[src/rtl/cfa_grad_ctrl_pkg.sv]
// Shared definitions for the CFA gradient controller: FSM encoding,
// window geometry and the gradient-width derivation.
package cfa_grad_ctrl_pkg;

    typedef enum logic [1:0] {
        IDLE  = 2'd0,
        RUN   = 2'd1,
        DRAIN = 2'd2
    } state_t;

    localparam int WIN        = 5;
    localparam int WIN_HALF   = WIN / 2;
    localparam int GRAD_GUARD = 5;

    // Gradient sums over a 5x5 window need 5 guard bits above the pixel width.
    function automatic int grad_width(input int pixel_width);
        return pixel_width + GRAD_GUARD;
    endfunction

endpackage

[src/rtl/grad_out_fifo.sv]
// Small first-word-fall-through FIFO holding gradient results with their
// window-centre coordinates; head entry is always visible on pop_data.
module grad_out_fifo #(
    parameter int DW    = 8,
    parameter int DEPTH = 2,
    localparam int AW   = (DEPTH > 1) ? $clog2(DEPTH) : 1,
    localparam int CNTW = $clog2(DEPTH + 1)
) (
    input  logic            clk,
    input  logic            rst,
    input  logic            push,
    input  logic [DW-1:0]   push_data,
    input  logic            pop,
    output logic [DW-1:0]   pop_data,
    output logic            valid,
    output logic [CNTW-1:0] count
);

    logic [DW-1:0]   mem [DEPTH];
    logic [AW-1:0]   wr_ptr;
    logic [AW-1:0]   rd_ptr;
    logic [CNTW-1:0] cnt;
    logic            do_push;
    logic            do_pop;

    function automatic logic [AW-1:0] next_ptr(input logic [AW-1:0] p);
        return (p == AW'(DEPTH - 1)) ? '0 : p + AW'(1);
    endfunction

    assign do_pop  = pop && (cnt != '0);
    // A push into a full FIFO is still legal when the head leaves in the same cycle.
    assign do_push = push && ((cnt != CNTW'(DEPTH)) || do_pop);

    always_ff @(posedge clk or negedge rst) begin
        if (!rst) begin
            wr_ptr <= '0;
            rd_ptr <= '0;
            cnt    <= '0;
            for (int i = 0; i < DEPTH; i++) begin
                mem[i] <= '0;
            end
        end else begin
            if (do_push) begin
                mem[wr_ptr] <= push_data;
                wr_ptr      <= next_ptr(wr_ptr);
            end
            if (do_pop) begin
                rd_ptr <= next_ptr(rd_ptr);
            end
            case ({do_push, do_pop})
                2'b10:   cnt <= cnt + CNTW'(1);
                2'b01:   cnt <= cnt - CNTW'(1);
                default: cnt <= cnt;
            endcase
        end
    end

    assign pop_data = mem[rd_ptr];
    assign valid    = (cnt != '0);
    assign count    = cnt;

endmodule

[src/rtl/cfa_grad_ctrl.sv]
// Raster sequencer for the 5x5 CFA gradient datapath: tracks pixel position,
// samples gradients of complete windows and queues them with centre coordinates.
module cfa_grad_ctrl
    import cfa_grad_ctrl_pkg::*;
#(
    parameter int  pixelBitWidth = 12,
    parameter int  IMG_W         = 640,
    parameter int  IMG_H         = 480,
    parameter int  CW            = 10,
    parameter int  RW            = 9,
    localparam int GW            = grad_width(pixelBitWidth)
) (
    input  logic          clk,
    input  logic          rst,
    input  logic          start,
    input  logic          pix_valid,
    output logic          pix_ready,
    output logic          shift_en,
    input  logic [GW-1:0] grad_in,
    output logic          out_valid,
    input  logic          out_ready,
    output logic [GW-1:0] grad_out,
    output logic [RW-1:0] out_row,
    output logic [CW-1:0] out_col,
    output logic          busy,
    output logic          done,
    output state_t        state_dbg
);

    // Handshakes: a transfer happens in any cycle where valid and ready are both
    // high; pix_valid/out_valid never wait on ready, ready may depend on valid.

    localparam int DW = GW + RW + CW;

    state_t        state_q;
    state_t        state_d;
    logic [RW-1:0] row_q;
    logic [CW-1:0] col_q;
    logic          sample_q;
    logic [RW-1:0] samp_row_q;
    logic [CW-1:0] samp_col_q;

    logic          accept;
    logic          last_pix;
    logic          win_done;
    logic          fifo_valid;
    logic [1:0]    fifo_count;
    logic          pop;
    logic [2:0]    occ;
    logic [DW-1:0] fifo_rd;

    assign last_pix = (row_q == RW'(IMG_H - 1)) && (col_q == CW'(IMG_W - 1));
    assign win_done = (row_q >= RW'(WIN - 1)) && (col_q >= CW'(WIN - 1));
    assign pop      = fifo_valid && out_ready;

    // Occupancy credits the head leaving this cycle so a streaming pipeline
    // with out_ready=1 never stalls; the pending sample still reserves a slot.
    assign occ       = {1'b0, fifo_count} - {2'b00, pop} + {2'b00, sample_q};
    assign pix_ready = (state_q == RUN) && (occ < 3'd2);
    assign accept    = pix_valid && pix_ready;
    assign shift_en  = accept;

    always_ff @(posedge clk or negedge rst) begin
        if (!rst) begin
            state_q <= IDLE;
        end else begin
            state_q <= state_d;
        end
    end

    always_comb begin
        state_d = state_q;
        done    = 1'b0;
        case (state_q)
            IDLE: begin
                if (start) state_d = RUN;
            end
            RUN: begin
                if (accept && last_pix) state_d = DRAIN;
            end
            DRAIN: begin
                if (!sample_q && (fifo_count == 2'd0)) begin
                    state_d = IDLE;
                    done    = 1'b1;
                end
            end
            default: state_d = IDLE;
        endcase
    end

    always_ff @(posedge clk or negedge rst) begin
        if (!rst) begin
            row_q <= '0;
            col_q <= '0;
        end else if ((state_q == IDLE) && start) begin
            row_q <= '0;
            col_q <= '0;
        end else if (accept) begin
            if (col_q == CW'(IMG_W - 1)) begin
                col_q <= '0;
                row_q <= last_pix ? '0 : row_q + RW'(1);
            end else begin
                col_q <= col_q + CW'(1);
            end
        end
    end

    // The datapath's gradient for the window ending at the accepted pixel
    // is presented one cycle later, so the centre is carried alongside.
    always_ff @(posedge clk or negedge rst) begin
        if (!rst) begin
            sample_q   <= 1'b0;
            samp_row_q <= '0;
            samp_col_q <= '0;
        end else begin
            sample_q <= accept && win_done;
            if (accept && win_done) begin
                samp_row_q <= row_q - RW'(WIN_HALF);
                samp_col_q <= col_q - CW'(WIN_HALF);
            end
        end
    end

    grad_out_fifo #(
        .DW    (DW),
        .DEPTH (2)
    ) u_fifo (
        .clk       (clk),
        .rst       (rst),
        .push      (sample_q),
        .push_data ({grad_in, samp_row_q, samp_col_q}),
        .pop       (pop),
        .pop_data  (fifo_rd),
        .valid     (fifo_valid),
        .count     (fifo_count)
    );

    assign out_valid = fifo_valid;
    assign grad_out  = fifo_rd[DW-1 -: GW];
    assign out_row   = fifo_rd[CW +: RW];
    assign out_col   = fifo_rd[CW-1:0];
    assign busy      = (state_q != IDLE);
    assign state_dbg = state_q;

endmodule

[config.mk]
export PLATFORM = sky130hd
export DESIGN_NAME = cfa_grad_ctrl
export DESIGN_NICKNAME = d
export VERILOG_FILES = /design/src/rtl/cfa_grad_ctrl_pkg.sv /design/src/rtl/grad_out_fifo.sv /design/src/rtl/cfa_grad_ctrl.sv
export SDC_FILE = /design/constraint.sdc
export NUM_CORES = 1
export LEC_CHECK = 0
export BUFFER_PORTS_ARGS = -buffer_cell sky130_fd_sc_hd__buf_2
export CAP_MARGIN = 10
export CELL_PAD_IN_SITES_DETAIL_PLACEMENT = 0
export CELL_PAD_IN_SITES_GLOBAL_PLACEMENT = 1
export CORE_MARGIN = 1
export CORE_UTILIZATION = 51
export CTS_CLUSTER_DIAMETER = 40
export DETAILED_ROUTE_END_ITERATION = 6
export PLACE_DENSITY = 0.95
export SLEW_MARGIN = 20
export SYNTH_ARGS = -nofsm -noshare
export SYNTH_HDL_FRONTEND = slang
export SYNTH_SLANG_ARGS = --single-unit
[constraint.sdc]
create_clock -name clk -period 4.8 [get_ports clk]
set_clock_uncertainty 0.05 [all_clocks]
set_input_delay 0.24 -clock clk [delete_from_list [all_inputs] [get_ports clk]]
set_output_delay 0.24 -clock clk [all_outputs]
set_load 0.1 [all_outputs]
==> impl_results.md, run 1 <==
- DRT Pass-1 Iters: 4
- IO Pins: 65
- CP startpoint: u_fifo.count[1]
- Area growth, synth to finish: 20.7%
- Max-cap viol count: 0
- Cells after DPL: 626
- Final TNS setup: 0 ps
- Slowest-stage cell, CP: fa_1
- Max VDD drop: 0.216 mV
- Vias in the first global route: 3942
- GR Overflow Total: 0
- Ys async rst share: 100%
- Net Switching: 735 uW
- Slew of the pin with the lowest slew margin: 735 ps
- F_max: 251 MHz
- Final Wtd Congestion: 0.836
- Drt drc: 0
- EDFF count, synth: 0
- Warnings from Yosys: 0
- Global-route wire length before repair: 19400 um
- Commonest non-fill, non-tap cells in the layout: dfrtp_1 (117), mux2_1 (99), buf_2 (63), nand2_1 (23), dlygate4sd3_1 (19)
- Class of the worst hold path: input pin to flop
- Commonest non-fill, non-tap cell in the layout: dfrtp_1
- Cells after Synth: 444
- Min cycle time layout: 3990 ps
- Hold Violations, Final: 0
- Starting Density: 52.4%
- Global Route Usage Sum: 21.7%
- FF+latch count, synth: 117
- Rel. slew slack: 51.0%
- Synth cell types: 46
- Final std cells w/o fill: 678
- Overall power: 2.59 mW
- Setup repair after global routing missed its margin: no
- Comb pwr share: 13.2%
- Core Area: 10800 sq um
- Clk slew on worst S/H paths: 60 ps
- R2R Path End: samp_row_q[0]
- Post-synth top flop: dfrtp_1
- Leakage: 3.57 nW
- CP cell instances: inv_2, nand2_1, and2_1, ha_1, nand2b_1, fa_1, and4b_1, nand2_1, inv_2, buf_2
- Post-DP HPWL: 7180 um
- Pwr dens: 377 nW/um^2
- DIE HEIGHT: 108 um
- Int Power: 1.85 mW
- Mapped cell area: 5680 sq um
- Worst EP required: 4510 ps
- Core Rows: 38
- TritonCTS Buffers: 17
- CP max stage delay: 510 ps
- DRT Wirelength: 11400 um
- Setup violators final: 0
- CTS Sinks: 117
- DRT iter0 DRCs: 196
- CP Class: flop to primary output
- Synth top area cells: dfrtp_1 (52%), mux2_1 (20%), mux2_4 (4.5%)
- Antenna Cells: 0
- Post-CTS Resized: 0
- Top cell type's share of synthesized area: 51.6%
- Slew Viols, Final: 0
- CP max FO: 15
- Worst Path Arrival: 3700 ps
- Clock Tree Buf Depth: 2
- H-tree Lvls: 4
- Proportion of synthesized chip area in sequential cells: 51.6%
- Clock power frac: 44.8%
- DIE WIDTH: 108 um
- Detailed-route via count: 3771
- Die area: 11600 sq um
- Syn_nets: 476
- CP Capture Type: primary output
- Post-route antenna net violation count: 0
- Final net count: 557
- Area leader, netlist: dfrtp_1
- RR Startpoint: u_fifo.count[1]
- Switching share of power: 28.4%
- Reg2reg setup slack: 1170 ps
- Worst-Skew Late Latency: 500 ps
- CTS tree: yes
- Port buffer count: 64
- Setup crit start kind: flop
- Drt via density: 5.56
- Worst r2r path cells: 12
- Worst setup path end: shift_en
- Post-CTS setup buffer count: 0
- Tcrit/Tclk final: 83.1%
- Synthesized area per cell: 12.8 sq um
- DR WL/cell: 16.8 um
- Proportion of layout cells with a drive suffix above 1: 25.3%
- Status: completed
- Initial antenna violation count: 0
- Largest net degree at the start of global routing: 61
- Seq pwr share: 42.0%
- Clock Root Buffer: clkbuf_8
==> state kept, by name (all words and copies together), names as in the netlist <==
name           count
u_fifo.wr_ptr      1
state_dbg          2
col_q             10
samp_row_q         9
u_fifo.rd_ptr      1
samp_col_q        10
row_q              9
u_fifo.mem        72
u_fifo.count       2
sample_q           1
==> logic make-up after synthesis <==
kind of cell / after synthesis / synth area share [%]
buffers and inverters: 40 / 3.48
flip-flops: 117 / 51.6
AO/OA/AOI/OAI: 46 / 5.33
multiplexers: 126 / 26.0
adder cells (fa/ha/maj): 10 / 2.34
XOR/XNOR: 17 / 2.62
AND/OR/NAND/NOR: 88 / 8.64
==> synthesized netlist by cell type (all sizes together) (2+ instances only) <==
cell type,n
mux2i,3
a31oi,2
nor4,2
xor2,8
or3,5
and4b,3
nor3,8
nand2b,6
o31ai,8
or2,2
mux2,123
or4,6
xnor2,9
nand3,10
buf,10
inv,14
nand4,6
o21ai,12
o22ai,2
nand2,23
and4,3
o311ai,6
a211oi,2
clkbuf,16
nor2,9
dfrtp,117
ha,9
and2,2
a21oi,13
==> metrics by stage <==
stage | area [sq um] | util, % | setup slack [ps] | hold slack, ps
after floorplan | 5680 | - | 336 | -106
after detailed placement | 6090 | 56.2 | 1220 | 296
after global placement | 6090 | 56.2 | 1340 | 293
after global routing | 6850 | 63.2 | 564 | 142
final | 6850 | 63.2 | 810 | 133
after CTS | 6830 | 63.0 | 812 | 119
==> what timing repair did <==
action	CTS	global route
hold buffers	19	0
endpoints found under the hold margin	92	0
endpoints found under the setup margin	0	0
==> layout make-up <==
type | instances | area (sq um)
clock buffers | 18 | 428
clock inverters | 14 | 129
fillers | 794 | 3990
inverters | 14 | 52.6
multi-input cells | 287 | 2580
flip-flops and latches | 117 | 2930
well taps | 140 | 175
repair buffers | 88 | 563
==> worst max-delay path, delay by kind of cell (launching register included) <==
family | cells | cell delay (ps)
and+or+nand+nor | 5 | 980
DFF | 1 | 440
buffers and inverters | 3 | 950
adders and majority gates | 2 | 780
==> worst min-delay path by stage <==
stage                                  to       from  slack, ps  cells after the start
after global routing        u_fifo.rd_ptr  out_ready        140                      3
after global placement           row_q[0]        rst        290                      1
final                     u_fifo.count[1]  out_ready        130                      3
after floorplan                  col_q[0]        rst       -110                      0
after detailed placement         row_q[1]        rst        300                      1
after CTS                   u_fifo.rd_ptr  out_ready        120                      3
==> power by group through the flow <==
stage	Combinational (mW)	Sequential, mW	Clock (mW)
floorplan	0.272	1.05	0
global placement	0.310	1.10	0
detailed placement	0.324	1.10	0
CTS	0.344	1.09	1.18
global route	0.374	1.09	1.23
finish	0.340	1.09	1.16
==> per-layer routing <==
metal	GRT usage [%]	vias to the layer above	wire [um]
met5	0	-	0
met4	6.56	0	136
met3	5.33	13	523
met2	36.6	107	5620
met1	27.6	1881	5140
li1	-	1770	-
(Power assumes the default switching activity.)
==> inputs of run 2 (changes only) <==
--- a/config.mk
+++ b/config.mk
@@ -10,10 +10,10 @@
 export CELL_PAD_IN_SITES_DETAIL_PLACEMENT = 0
 export CELL_PAD_IN_SITES_GLOBAL_PLACEMENT = 1
 export CORE_MARGIN = 1
-export CORE_UTILIZATION = 51
+export CORE_UTILIZATION = 48
 export CTS_CLUSTER_DIAMETER = 40
 export DETAILED_ROUTE_END_ITERATION = 6
-export PLACE_DENSITY = 0.95
+export PLACE_DENSITY = 0.92
 export SLEW_MARGIN = 20
 export SYNTH_ARGS = -nofsm -noshare
 export SYNTH_HDL_FRONTEND = slang
==> constraint.sdc (replaced) <==
create_clock -name clk -period 3.7 [get_ports clk]
set_clock_uncertainty 0.05 [all_clocks]
set_input_delay 0.185 -clock clk [delete_from_list [all_inputs] [get_ports clk]]
set_output_delay 0.185 -clock clk [all_outputs]
set_load 0.1 [all_outputs]
==> impl_results.md, run 2 (same netlist as run 1, synthesis figures left out) <==
- Hold Violations, Final: 0
- Worst-Skew Late Latency: 410 ps
- Final worst slack: 167 ps
- Pwr dens: 518 nW/um^2
- Clock Tree Buf Depth: 2
- Setup crit start kind: flop
- Largest net degree at the start of global routing: 64
- Post-route cell area: 6950 sq um
- DRT Wirelength: 11300 um
- Max reg flops: 72
- Worst EP required: 3460 ps
- Area growth, synth to finish: 22.4%
- IO Pins: 65
- Cells after DPL: 632
- DIE HEIGHT: 111 um
- CTS tree: yes
- Slew Viols, Final: 0
- Drt drc: 0
- H-tree Lvls: 4
- Proportion of layout cells with a drive suffix above 1: 25.6%
- Place WS: 440 ps
- Core Rows: 39
- Commonest non-fill, non-tap cells in the layout: dfrtp_1 (117), mux2_1 (99), buf_2 (63), nand2_1 (22), dlygate4sd3_1 (19)
- Max VDD drop: 0.347 mV
- Post-route antenna net violation count: 0
- Starting Density: 49.5%
- Clock Root Buffer: clkbuf_16
- Placed cell areas: 6120 sq um
- Class of the worst hold path: input pin to flop
- Biggest register: u_fifo.mem
- Final TNS setup: 0 ps
- Max-cap viol count: 0
- CTS Sinks: 117
- Utilization after layout: 60.6%
- CP Class: flop to primary output
- Core Area: 11500 sq um
- GR Overflow Total: 0
- Hold WS: 168 ps
- Post-DP HPWL: 7460 um
- TritonCTS Buffers: 17
- Tcrit/Tclk final: 95.5%
- Min cycle time layout: 3530 ps
- Largest regs: u_fifo.mem (72), col_q (10), samp_col_q (10)
- Worst Path Arrival: 3300 ps
- Vias in the first global route: 3968
- DR WL/cell: 16.5 um
- CP max FO: 12
- Drt via density: 5.46
- Initial antenna violation count: 0
- DRT Pass-1 Iters: 4
- Global-route wire length before repair: 19500 um
- Overall power: 3.60 mW
- F_max: 283 MHz
- Setup repair after global routing missed its margin: no
- Antenna Cells: 0
- Final net count: 559
- Final Wtd Congestion: 0.826
- Detailed-route via count: 3727
- CP Capture Type: primary output
- Rel. slew slack: 41.4%
- Slew of the pin with the lowest slew margin: 879 ps
- DRT iter0 DRCs: 171
- DIE WIDTH: 111 um
- Clk slew on worst S/H paths: 50 ps
- Leakage: 3.62 nW
- Global Route Usage Sum: 20.3%
- Setup violators final: 0
- Port buffer count: 64
- Commonest non-fill, non-tap cell in the layout: dfrtp_1
- Status: completed
- Die area: 12300 sq um
- Final std cells w/o fill: 683
==> run 2: cell count changes in the layout (fill, tap and decap cells not counted), moves of 2 or more <==
cell       change
buf_4          +3
bufinv_16      +3
clkinv_2       -2
clkinv_4       -2
inv_6          -2
==> run 2: worst paths after layout <==
check / start / to / slack, ps / depth (start not counted)
max: u_fifo.count[1] / shift_en / 170 / 10
min: out_ready / u_fifo.count[1] / 170 / 3
max reg2reg: u_fifo.count[1] / samp_row_q[4] / 400 / 12
min reg2reg: u_fifo.mem[47] / u_fifo.mem[47] / 430 / 1
max in group asynchronous: rst / sample_q / 2380 / 3
min in group asynchronous: rst / u_fifo.mem[30] / 340 / 2
==> run 2: per-layer routing <==
layer / vias to the layer above / part of all wire, % / track usage [%]
li1: 1769 / - / -
met1: 1840 / 45 / 26.2
met2: 103 / 49 / 32.1
met3: 15 / 4.5 / 6.45
met4: 0 / 1.2 / 7.56
met5: - / 0 / 0
==> run 2: area by class of cell <==
cell class                      instances  area, sq um
Fill cell                             887         4520
Multi-Input combinational cell        287         2580
Sequential cell                       117         2930
Inverter                               14         52.6
Timing Repair Buffer                   90          566
Clock buffer                           21          470
Clock inverter                         11          174
Tap cell                              143          179
==> run 2: critical path, cell delays in order, from the launching register on <==
cell	delay [ps]
dfrtp_1	440
inv_2	160
nand2_2	90
and2_1	190
ha_1	270
nand2b_1	160
fa_1	530
and4b_1	250
nand2_1	100
inv_2	210
buf_2	480
==> run 2: repair_timing <==
action                    4_1_cts  5_1_grt
hold endpoints to repair       96        0
buffers inserted                0        0
hold buffers                   19        0
gates resized for setup         0        0
==> run 2: power by group <==
part	switching, mW	internal, mW
Combinational	0.240	0.174
Sequential	0.117	1.32
Clock	0.574	1.18
